$ cat src/rtl/fp_add_pkg.sv
// rtl/fp_add_pkg.sv - shared widths, operand class, flag layout and qNaN encoding for fp_add_pipe
package fp_add_pkg;

    localparam int EXP_W_DEF = 8;
    localparam int MAN_W_DEF = 23;

    function automatic int fp_word_w(input int exp_w, input int man_w);
        return 1 + exp_w + man_w;
    endfunction

    // hidden + fraction + guard + round + sticky
    function automatic int fp_work_w(input int man_w);
        return man_w + 4;
    endfunction

    function automatic int fp_bias(input int exp_w);
        return (1 << (exp_w - 1)) - 1;
    endfunction

    typedef enum logic [2:0] {
        CLS_ZERO,
        CLS_SUB,
        CLS_NORM,
        CLS_INF,
        CLS_NAN
    } fp_class_t;

    typedef struct packed {
        logic invalid;
        logic overflow;
        logic underflow;
        logic inexact;
        logic zero;
    } fp_flags_t;

    function automatic logic [63:0] fp_qnan(input int exp_w, input int man_w);
        logic [63:0] v;
        v = '0;
        for (int i = 0; i < exp_w; i++) v[man_w + i] = 1'b1;
        v[man_w - 1] = 1'b1;
        return v;
    endfunction

endpackage

$ cat src/rtl/fp_lzc.sv
// rtl/fp_lzc.sv - leading-zero counter; an all-zero input returns IN_W
module fp_lzc #(
    parameter  int IN_W  = 27,
    localparam int CNT_W = $clog2(IN_W) + 1
) (
    input  logic [IN_W-1:0]  i_data,
    output logic [CNT_W-1:0] o_count
);

    // Scanning upward lets the highest set bit win.
    always_comb begin
        o_count = CNT_W'(IN_W);
        for (int i = 0; i < IN_W; i++) begin
            if (i_data[i]) o_count = CNT_W'(IN_W - 1 - i);
        end
    end

endmodule

$ cat src/rtl/fp_add_pipe.sv
// rtl/fp_add_pipe.sv - pipelined IEEE-754 add/sub, RNE, valid/ready; FP_ADD_PIPE_DENORM_EN selects gradual underflow
module fp_add_pipe
    import fp_add_pkg::*;
#(
    parameter int EXP_W = EXP_W_DEF,
    parameter int MAN_W = MAN_W_DEF
) (
    input  logic                     clk,
    input  logic                     rst,
    input  logic                     in_valid,
    output logic                     in_ready,
    input  logic [EXP_W+MAN_W:0]     a,
    input  logic [EXP_W+MAN_W:0]     b,
    input  logic                     sub,
    output logic                     out_valid,
    input  logic                     out_ready,
    output logic [EXP_W+MAN_W:0]     s,
    output logic [4:0]               flags
);

    localparam int W    = fp_word_w(EXP_W, MAN_W);
    localparam int WW   = fp_work_w(MAN_W);
    localparam int LZ_W = $clog2(WW) + 1;
    localparam int XW   = EXP_W + 2;
    localparam logic [W-1:0]     QNAN    = W'(fp_qnan(EXP_W, MAN_W));
    localparam logic [EXP_W-1:0] EXP_MAX = '1;

    function automatic fp_class_t classify(input logic [EXP_W-1:0] e, input logic [MAN_W-1:0] f);
        if (e == '1) return (f == '0) ? CLS_INF : CLS_NAN;
        if (e == '0) return (f == '0) ? CLS_ZERO : CLS_SUB;
        return CLS_NORM;
    endfunction

    function automatic logic [MAN_W:0] signif(input logic [EXP_W-1:0] e, input logic [MAN_W-1:0] f);
`ifdef FP_ADD_PIPE_DENORM_EN
        return {e != '0, f};
`else
        return (e != '0) ? {1'b1, f} : '0;
`endif
    endfunction

    function automatic logic [EXP_W-1:0] eff_exp(input logic [EXP_W-1:0] e);
        return (e == '0) ? EXP_W'(1) : e;
    endfunction

    logic w_adv;
    assign w_adv    = !out_valid || out_ready;
    assign in_ready = w_adv;

    // ---------------- stage 1: unpack / align ----------------
    logic             w_sa, w_sb, w_swap, w_s_big;
    fp_class_t        w_ca, w_cb;
    logic [EXP_W-1:0] w_ea, w_eb, w_e_big, w_e_small, w_d;
    logic [MAN_W:0]   w_ma, w_mb, w_m_big, w_m_small;
    logic [WW-1:0]    w_ext, w_m_al;
    logic             w_lost;
    logic             w_spec;
    logic [W-1:0]     w_spec_s;
    fp_flags_t        w_spec_f;

    assign w_sa      = a[W-1];
    assign w_sb      = b[W-1] ^ sub;
    assign w_ca      = classify(a[W-2:MAN_W], a[MAN_W-1:0]);
    assign w_cb      = classify(b[W-2:MAN_W], b[MAN_W-1:0]);
    assign w_ea      = eff_exp(a[W-2:MAN_W]);
    assign w_eb      = eff_exp(b[W-2:MAN_W]);
    assign w_ma      = signif(a[W-2:MAN_W], a[MAN_W-1:0]);
    assign w_mb      = signif(b[W-2:MAN_W], b[MAN_W-1:0]);
    assign w_swap    = {w_eb, w_mb} > {w_ea, w_ma};
    assign w_s_big   = w_swap ? w_sb : w_sa;
    assign w_e_big   = w_swap ? w_eb : w_ea;
    assign w_e_small = w_swap ? w_ea : w_eb;
    assign w_m_big   = w_swap ? w_mb : w_ma;
    assign w_m_small = w_swap ? w_ma : w_mb;
    assign w_d       = w_e_big - w_e_small;
    assign w_ext     = {w_m_small, 3'b000};

    always_comb begin
        w_lost = 1'b0;
        w_m_al = '0;
        if (int'(w_d) >= MAN_W + 3) begin
            w_m_al = {{(WW-1){1'b0}}, |w_m_small};
        end else begin
            w_m_al = w_ext >> w_d;
            for (int i = 0; i < WW; i++) begin
                if (i < int'(w_d)) w_lost = w_lost | w_ext[i];
            end
            w_m_al[0] = w_m_al[0] | w_lost;
        end
    end

    always_comb begin
        w_spec   = 1'b1;
        w_spec_s = QNAN;
        w_spec_f = '0;
        if (w_ca == CLS_NAN || w_cb == CLS_NAN) begin
            w_spec_s = QNAN;
        end else if (w_ca == CLS_INF && w_cb == CLS_INF && w_sa != w_sb) begin
            w_spec_f.invalid = 1'b1;
        end else if (w_ca == CLS_INF) begin
            w_spec_s = {w_sa, EXP_MAX, {MAN_W{1'b0}}};
        end else if (w_cb == CLS_INF) begin
            w_spec_s = {w_sb, EXP_MAX, {MAN_W{1'b0}}};
        end else begin
            w_spec = 1'b0;
        end
    end

    logic             r1_valid, r1_spec, r1_sign, r1_eff_sub, r1_both_neg;
    logic [W-1:0]     r1_spec_s;
    fp_flags_t        r1_spec_f;
    logic [EXP_W-1:0] r1_exp;
    logic [WW-1:0]    r1_mb, r1_ms;

    // ---------------- stage 2: magnitude add ----------------
    logic [WW:0] w_sum;
    assign w_sum = r1_eff_sub ? ({1'b0, r1_mb} - {1'b0, r1_ms}) : ({1'b0, r1_mb} + {1'b0, r1_ms});

    logic             r2_valid, r2_spec, r2_sign;
    logic [W-1:0]     r2_spec_s;
    fp_flags_t        r2_spec_f;
    logic [EXP_W-1:0] r2_exp;
    logic [WW:0]      r2_sum;

    // ---------------- stage 3a: normalise ----------------
    logic [LZ_W-1:0] w_lz;
    logic [WW-1:0]   w_n_mant;
    logic [XW-1:0]   w_n_exp;
    logic            w_n_ftz;
    int              w_sh;

    fp_lzc #(.IN_W(WW)) u_lzc (
        .i_data  (r2_sum[WW-1:0]),
        .o_count (w_lz)
    );

    always_comb begin
        w_n_mant = '0;
        w_n_exp  = '0;
        w_n_ftz  = 1'b0;
        w_sh     = 0;
        if (r2_sum[WW]) begin
            w_n_mant = {r2_sum[WW:2], r2_sum[1] | r2_sum[0]};
            w_n_exp  = XW'(r2_exp) + XW'(1);
        end else if (r2_sum != '0) begin
`ifdef FP_ADD_PIPE_DENORM_EN
            // Stop at exponent 1; whatever shift is left over becomes a subnormal.
            w_sh = (int'(w_lz) < int'(r2_exp) - 1) ? int'(w_lz) : int'(r2_exp) - 1;
`else
            w_sh    = int'(w_lz);
            w_n_ftz = (int'(r2_exp) - w_sh) < 1;
`endif
            w_n_mant = r2_sum[WW-1:0] << w_sh;
            w_n_exp  = XW'(int'(r2_exp) - w_sh);
        end
    end

    logic          r3_valid, r3_spec, r3_sign, r3_ftz;
    logic [W-1:0]  r3_spec_s;
    fp_flags_t     r3_spec_f;
    logic [XW-1:0] r3_exp;
    logic [WW-1:0] r3_mant;

    // ---------------- stage 3b: round / pack ----------------
    logic             w_rnd, w_inexact, w_hidden;
    logic [MAN_W+1:0] w_sig;
    logic [MAN_W-1:0] w_frac;
    logic [XW-1:0]    w_exp_r;
    logic [W-1:0]     w_res;
    fp_flags_t        w_flg;

    always_comb begin
        w_rnd     = r3_mant[2] & (r3_mant[1] | r3_mant[0] | r3_mant[3]);
        w_inexact = |r3_mant[2:0];
        w_sig     = {1'b0, r3_mant[WW-1:3]} + {{(MAN_W+1){1'b0}}, w_rnd};
        w_hidden  = w_sig[MAN_W+1] | w_sig[MAN_W];
        if (w_sig[MAN_W+1]) begin
            w_exp_r = r3_exp + XW'(1);
            w_frac  = w_sig[MAN_W:1];
        end else begin
            w_exp_r = r3_exp;
            w_frac  = w_sig[MAN_W-1:0];
        end
        w_flg           = '0;
        w_flg.inexact   = w_inexact;
        w_flg.underflow = w_inexact & ~w_hidden;
        w_res = {r3_sign, (w_hidden ? w_exp_r[EXP_W-1:0] : {EXP_W{1'b0}}), w_frac};
        if (r3_spec) begin
            w_res = r3_spec_s;
            w_flg = r3_spec_f;
        end else if (r3_ftz) begin
            w_res           = {r3_sign, {(W-1){1'b0}}};
            w_flg.underflow = 1'b1;
            w_flg.inexact   = 1'b1;
        end else if (w_hidden && w_exp_r >= XW'(EXP_MAX)) begin
            w_res          = {r3_sign, EXP_MAX, {MAN_W{1'b0}}};
            w_flg.overflow = 1'b1;
            w_flg.inexact  = 1'b1;
        end
        w_flg.zero = (w_res[W-2:0] == '0);
    end

    always_ff @(posedge clk or posedge rst) begin
        if (rst) begin
            r1_valid  <= 1'b0;
            r2_valid  <= 1'b0;
            r3_valid  <= 1'b0;
            out_valid <= 1'b0;
            s         <= '0;
            flags     <= '0;
        end else if (w_adv) begin
            r1_valid  <= in_valid;
            r2_valid  <= r1_valid;
            r3_valid  <= r2_valid;
            out_valid <= r3_valid;
            if (r3_valid) begin
                s     <= w_res;
                flags <= w_flg;
            end
        end
    end

    always_ff @(posedge clk) begin
        if (w_adv) begin
            r1_spec     <= w_spec;
            r1_spec_s   <= w_spec_s;
            r1_spec_f   <= w_spec_f;
            r1_sign     <= w_s_big;
            r1_eff_sub  <= w_sa ^ w_sb;
            r1_both_neg <= w_sa & w_sb;
            r1_exp      <= w_e_big;
            r1_mb       <= {w_m_big, 3'b000};
            r1_ms       <= w_m_al;

            r2_spec   <= r1_spec;
            r2_spec_s <= r1_spec_s;
            r2_spec_f <= r1_spec_f;
            // Exact cancellation is +0 unless both inputs were negative zeros.
            r2_sign   <= (w_sum == '0) ? r1_both_neg : r1_sign;
            r2_exp    <= r1_exp;
            r2_sum    <= w_sum;

            r3_spec   <= r2_spec;
            r3_spec_s <= r2_spec_s;
            r3_spec_f <= r2_spec_f;
            r3_sign   <= r2_sign;
            r3_exp    <= w_n_exp;
            r3_mant   <= w_n_mant;
            r3_ftz    <= w_n_ftz;
        end
    end

endmodule

$ cat config.mk
export PLATFORM = sky130hd
export DESIGN_NAME = fp_add_pipe
export DESIGN_NICKNAME = d
export VERILOG_FILES = /design/src/rtl/fp_add_pkg.sv /design/src/rtl/fp_lzc.sv /design/src/rtl/fp_add_pipe.sv
export SDC_FILE = /design/constraint.sdc
export NUM_CORES = 1
export LEC_CHECK = 0
export ABC_AREA = 1
export ABC_CLOCK_PERIOD_IN_PS = 4220
export CAP_MARGIN = 10
export CORE_MARGIN = 5
export CORE_UTILIZATION = 50
export CTS_BUF_LIST = sky130_fd_sc_hd__clkbuf_4
export DETAILED_ROUTE_END_ITERATION = 8
export PLACE_DENSITY = 0.75
export SLEW_MARGIN = 20
export SYNTH_ARGS = -nofsm -noshare
export SYNTH_HDL_FRONTEND = slang
export SYNTH_SLANG_ARGS = --single-unit
export TNS_END_PERCENT = 1
$ cat constraint.sdc
create_clock -name clk -period 4.22 [get_ports clk]
set_input_delay 0.633 -clock clk [delete_from_list [all_inputs] [get_ports clk]]
set_output_delay 0.633 -clock clk [all_outputs]
set_load 0.005 [all_outputs]
==> results of run 1 <==
Yosys cell counts (12+ instances only):
master    number  area share
nand2_1      602        0.14
nand3_1      312       0.094
inv_1        296       0.067
nor2_1       207       0.047
edfxtp_1     150        0.27
a21oi_1      109       0.033
o21ai_0      104       0.031
ha_1          91       0.069
clkbuf_1      65       0.015
nand4_1       51       0.019
o22ai_1       48       0.018
xor2_1        45       0.024
dfrtp_1       41       0.062
nor4_1        25      0.0094
nand2_2       21      0.0079
nor2_2        19      0.0072
nor3_1        19      0.0057
o21ai_1       17      0.0051
o31ai_1       13      0.0059
buf_2         12      0.0036
xnor2_1       12      0.0063
state kept, by name, summed over array words and instances, names as in the netlist, 2 cells and up:
register   cells
r1_spec_s      2
r2_exp         8
r1_ms         27
r1_exp         8
r2_spec_s      2
s             32
flags          5
r2_sum        28
r3_exp        10
r3_spec_s      2
r3_mant       27
r1_mb         24
logic make-up after synthesis:
kind of cell,count (synthesis),synth area share
buf+inv,406,0.0973
flops,191,0.334
fa+ha+maj,93,0.0711
compound gates,332,0.114
xor+xnor,58,0.0311
simple gates,1294,0.351
mux,3,0.00181
power by group through the flow:
stage	clock (mW)	sequential [mW]	combinational [mW]
finish	1.04	3.73	7.82
floorplan	0	3.55	5.10
CTS	1.06	3.72	7.49
detailed placement	0	3.77	7.35
global route	1.14	3.81	8.63
global placement	0	3.75	7.27
what timing repair did:
action | 4_1_cts | 5_1_grt
gates cloned | 2 | 5
endpoints found under the setup margin | 27 | 30
hold buffers | 0 | 0
resized for setup | 70 | 172
setup buffers | 12 | 8
pin swaps | 37 | 75
final cells by class:
class                      count  share of cell area
tap                          442              0.0262
sequential                   191               0.262
multi-input combinational   1781               0.484
inverter                     313              0.0562
clock inverter                15             0.00870
clock buffer                  17             0.00604
antenna                        1            0.000118
timing repair buffer         365               0.158
cell usage in the layout (no fill, tap or decap), drive strengths merged, types with 13 or more instances in the layout:
cell type,count
a21oi,110
buf,257
clkbuf,22
clkdlybuf4s50,91
clkinv,13
dfrtp,41
edfxtp,150
ha,91
inv,313
nand2,629
nand3,321
nand4,53
nor2,234
nor3,22
nor4,25
o21ai,123
o22ai,48
o31ai,13
xor2,46
worst max path at each step:
stage                           to  slack (ns)  cells after the start
after floorplan           r1_ms[0]       -0.13                     29
after global routing      r1_ms[7]       -0.33                     34
after global placement    r1_ms[0]       -1.02                     34
after CTS                 r1_ms[0]       -0.13                     33
final                     r1_ms[7]       -0.08                     32
after detailed placement  r1_ms[5]       -1.09                     36
metal layers:
| metal | up-vias | part of all wire |
|---|---|---|
| li1 | 8537 | - |
| met1 | 8295 | 0.40 |
| met5 | - | 0 |
| met2 | 711 | 0.49 |
| met3 | 150 | 0.056 |
| met4 | 0 | 0.047 |
through the flow:
stage	instance area, sq um	total power [mW]	setup slack [ns]	hold slack, ns
2_1_floorplan	16600	8.64	-0.129	0.400
3_3_place_gp	19700	11.0	-1.02	0.402
3_5_place_dp	19700	11.1	-1.09	0.405
4_1_cts	20400	12.3	-0.132	0.448
5_1_grt	21100	13.6	-0.328	0.461
6_report	21100	12.6	-0.0831	0.446
==> results.yml, run 1 <==
floorplan:
  design.core.area_sq_um: 32600
  die_y_um: 192
  die_area_sq_um: 36900
  pin_count: 108
  floorplan.die.width_um: 192
  floorplan.initialDensity: 0.508
  num_rows: 66
final_layout:
  nets: 2831
  layout.core_utilization: 0.648
  nFillCells: 2869
  fin_cells: 3125
  area_delta_synth_final_pct: 27.6
  ff_latch_area_sq_um: 5530
  final_layout_size_suffix_gt1_frac: 0.202
  multiInputGateArea_sq_um: 10200
timing:
  finalSetupTns_ns: -0.242
  timing.fmax_ghz: 0.232
  rsz0062_at_grt: "yes"
  final.min_clock_period_ns: 4.30
  tightestPinTransition_ns: 0.939
  worst_slew_margin_rel: 0.373
  hold_viol: 0
  worst_clock_skew_ns: 0.0347
  drv_slew: 0
  setup_slack_ns: -0.0831
  period_share: 1.02
  setup_viol: 6
grt:
  antenna_found_initial: 1
  grt_pass1_vias: 16700
  grt_pass1_wl_um: 85000
  grt_use_met2: 0.510
  grt_util_met3: 0.0304
  globalRouteTotalUtil: 0.288
  grt_most_used_layer: "met2"
  grt_start_max_net_pins: 156
  grt_overflow: 0
  globalRouteMet1Util: 0.361
clocking:
  clk_pin_slew_ns: 0.18
  cts_buffer_depth: 2
  cts-buffers-inserted: 17
  cts_tree: "yes"
  clk_root_buffer_cell: "clkbuf_4"
  insertion_delay_ns: 0.61
  cts-htree-levels: 4
  clock_sink_count: 191
synth:
  synth.distinct_cells: 64
  dominantRegCellSynth: "edfxtp_1"
  number_of_synthesis_warnings: 0
  synth_area_sq_um: 16600
  synth_cells: 2377
  ys_async_sr_fraction: 0.215
  edff_count_synth: 150
  ys_seq_area_frac: 0.334
  synth_fp_nets: 2539
  yosys_register_bits: 191
  synth.avg_cell_area_sq_um: 6.97
critical_path:
  path_delay_family: "simple AND/OR/NAND/NOR gates"
  timing.critical_path.slowest_cell_delay_ns: 0.30
  worst_r2r_endpoint: "r2_sign"
  critPathSlowestCell: "ha_1"
  regToRegStartpoint: "r1_ms[1]"
  timing.setup.critical_path_class: "in -> reg"
  crit_fanout: 8
  crit_path_start: "b[24]"
  path_buf_inv: 7
  worstRegToRegCells: 24
  arrival_ns: 4.74
  startpoint_type: "input pin"
  worst-r2r-setup-slack_ns: 0.24
  worstSetupEndpointType: "register"
  worst-endpoint-required_ns: 4.66
hold_path:
  holdCritStartpoint: "r1_spec"
  timing.hold.worst_endpoint: "r2_spec"
  hold_path_depth: 0
  hold_path_class: "reg -> reg"
power:
  switching_share: 0.505
  seq_power_share: 0.296
  power.ir.vdd_worst_v: 0.000313
  power-per-cell-area_nw_per_um2: 596
  power.switching_mw: 6.36
  p_int_mw: 6.23
  comb_power_share: 0.621
  power.static_leakage_nw: 10.0
  share_clk_of_total_power: 0.083
status:
  status: "finished with violations"
  failed_checks: "DRC, setup timing"
route:
  drt_first_pass_iters: 7
  wl_cell_um: 17.6
  drtIter0Drc: 1607
  detail_route.wirelength_um: 55100
  avgViaCountPerCell: 5.66
  number_of_vias_in_the_routed_layout: 17700
  drc_errors: 2
  ant_nets: 0
placed_design:
  dpl.hpwl_um: 43600
  number_of_i_o_port_buffers: 107
  finalWeightedCongestion: 0.960
  dpl.cell_count: 3067
job:
  maxCapViolCount: 0
Note: power is estimated with default switching activity, not from simulation.
==> inputs of run 2 (changes only) <==
Settings changed: TNS_END_PERCENT 1 to not set.
==> run 2 against run 1 <==
Compared with the run above:
- the flow finishes with violations (setup timing)
- final cell count increased by 0.26%
- clock power rose by 4%
- non-clock buffer count up 9
- clock skew increased by 0.0077 ns
- critical endpoint is now r1_ms[0]
- highest routed layer unchanged
==> results.yml, run 2 (same netlist as run 1, synthesis figures left out) <==
status:
  status: "finished with violations"
  failed_checks: "setup timing"
floorplan:
  num_rows: 66
  design.core.area_sq_um: 32600
  die_area_sq_um: 36900
  floorplan.die.width_um: 192
  floorplan.initialDensity: 0.508
  die_y_um: 192
  pin_count: 108
final_layout:
  nets: 2839
  nFillCells: 2721
  max_flop_register: "s"
  top_regs: "s (32), r2_sum (28)"
  largest_register_ff_count: 32
  final_cell_mix: "503 x nand2_1, 278 x inv_1, 266 x nand3_1"
  area_delta_synth_final_pct: 31.0
  final_layout_size_suffix_gt1_frac: 0.242
  stdcell_area_sq_um: 21700
  most_common_cell_after_layout_fill_and_taps_aside: "nand2_1"
route:
  avgViaCountPerCell: 5.80
  detail_route.wirelength_um: 59000
  wl_cell_um: 18.8
  drc_errors: 0
  drtIter0Drc: 1692
  drt_first_pass_iters: 6
  number_of_vias_in_the_routed_layout: 18200
  ant_nets: 0
timing:
  finalSetupTns_ns: -1.17
  final.min_clock_period_ns: 4.37
  worst_clock_skew_ns: 0.0424
  rsz0062_at_grt: "yes"
  setup_slack_ns: -0.146
  period_share: 1.03
  tightestPinTransition_ns: 1.13
  drv_slew: 0
  setup_viol: 15
  worst_slew_margin_rel: 0.243
  timing.fmax_ghz: 0.229
  hold_viol: 0
critical_path:
  regToRegStartpoint: "r2_sum[2]"
  crit_fanout: 6
  worst_r2r_endpoint: "r3_ftz"
  timing.critical_path.slowest_cell_delay_ns: 0.25
  worst-r2r-setup-slack_ns: 0.32
  worst-endpoint-required_ns: 4.62
  arrival_ns: 4.77
  critPathSlowestCell: "dlygate4sd2_1"
  worstSetupEndpointType: "register"
  timing.setup.critical_path_class: "in -> reg"
  worstRegToRegCells: 36
  startpoint_type: "input pin"
power:
  power.static_leakage_nw: 10.2
  power-per-cell-area_nw_per_um2: 598
  power.ir.vdd_worst_v: 0.000311
  post-layout-total-power_mw: 13.0
clocking:
  insertion_delay_ns: 0.62
  clock_sink_count: 191
  cts-buffers-inserted: 17
  cts-htree-levels: 4
  postCtsHoldBufs: 0
  cts_tree: "yes"
  clk_root_buffer_cell: "clkbuf_4"
  cts_buffer_depth: 2
  clk_pin_slew_ns: 0.18
grt:
  grt_pass1_vias: 17200
  grt_pass1_wl_um: 89400
  grt_start_max_net_pins: 156
  grt_overflow: 0
  antenna_found_initial: 1
  globalRouteTotalUtil: 0.305
hold_path:
  timing.hold.worst_endpoint: "r2_exp[3]"
  hold_path_class: "reg -> reg"
  hold_path_depth: 0
  holdCritStartpoint: "r1_exp[3]"
placed_design:
  finalWeightedCongestion: 0.999
  number_of_i_o_port_buffers: 107
  placedInstanceArea_sq_um: 19700
  dpl.hpwl_um: 44900
  pre_cts_ws_ns: -1.13
job:
  maxCapViolCount: 0
[run 2: cell types whose count changed in the layout (fill, tap and decap cells not counted), moves of 6 or more]
cell            before  now
nor2_4              17   23
nand3_1            296  266
dlymetal6s2s_1      12    5
nand2_1            538  503
o22ai_2              0   13
nand3_2             23   50
nand2_2             69  102
buf_6               16   26
o22ai_1             48   35
o21ai_1             24   17
[run 2: per-layer routing]
| layer | vias up | GRT usage | share of wire |
|---|---|---|---|
| li1 | 8572 | - | - |
| met1 | 8511 | 0.363 | 0.38 |
| met2 | 877 | 0.538 | 0.49 |
| met3 | 215 | 0.0418 | 0.067 |
| met4 | 0 | 0.153 | 0.059 |
| met5 | - | 0 | 0 |
[run 2: final cells by class]
class	count	area, sq um	area share
multi-input combinational	1780	10700	0.493
sequential	191	5530	0.255
timing repair buffer	374	3410	0.157
inverter	313	1190	0.0549
tap	442	553	0.0255
clock inverter	15	186	0.00859
clock buffer	17	128	0.00588
antenna	1	2.50	0.000115
[run 2: stage by stage]
stage	utilization	instances	hold WS, ns
3_3_place_gp	0.605	3070	0.402
2_1_floorplan	-	2377	0.400
4_1_cts	0.628	3121	0.428
3_5_place_dp	0.605	3070	0.405
6_report	0.665	3133	0.423
5_1_grt	0.665	3133	0.444
[run 2: critical path: cells and delay by family]
family,cells,cell delay [ns]
fa+ha+maj,1,0.22
simple gates,21,2.22
compound gates,4,0.63
buf+inv,8,1.05
[run 2: power breakdown]
group	total (mW)	switching (mW)	internal [mW]
Clock	1.08	0.742	0.336
Combinational	8.12	5.19	2.93
Sequential	3.78	0.711	3.07
Total	13.0	6.64	6.34
[run 2: worst max path at each step]
| stage | start | end | depth (start not counted) |
|---|---|---|---|
| 2_1_floorplan | b[24] | r1_ms[0] | 29 |
| 3_3_place_gp | b[23] | r1_ms[11] | 34 |
| 3_5_place_dp | b[24] | r1_ms[23] | 33 |
| 4_1_cts | a[26] | r1_ms[0] | 38 |
| 5_1_grt | a[30] | r1_ms[0] | 36 |
| 6_report | a[30] | r1_ms[0] | 34 |
[run 2: timing repair]
item	CTS	global route
cloned	3	4
endpoints found under the setup margin	27	29
setup buffers	16	15
pin swaps	44	87
gates resized for setup	82	289
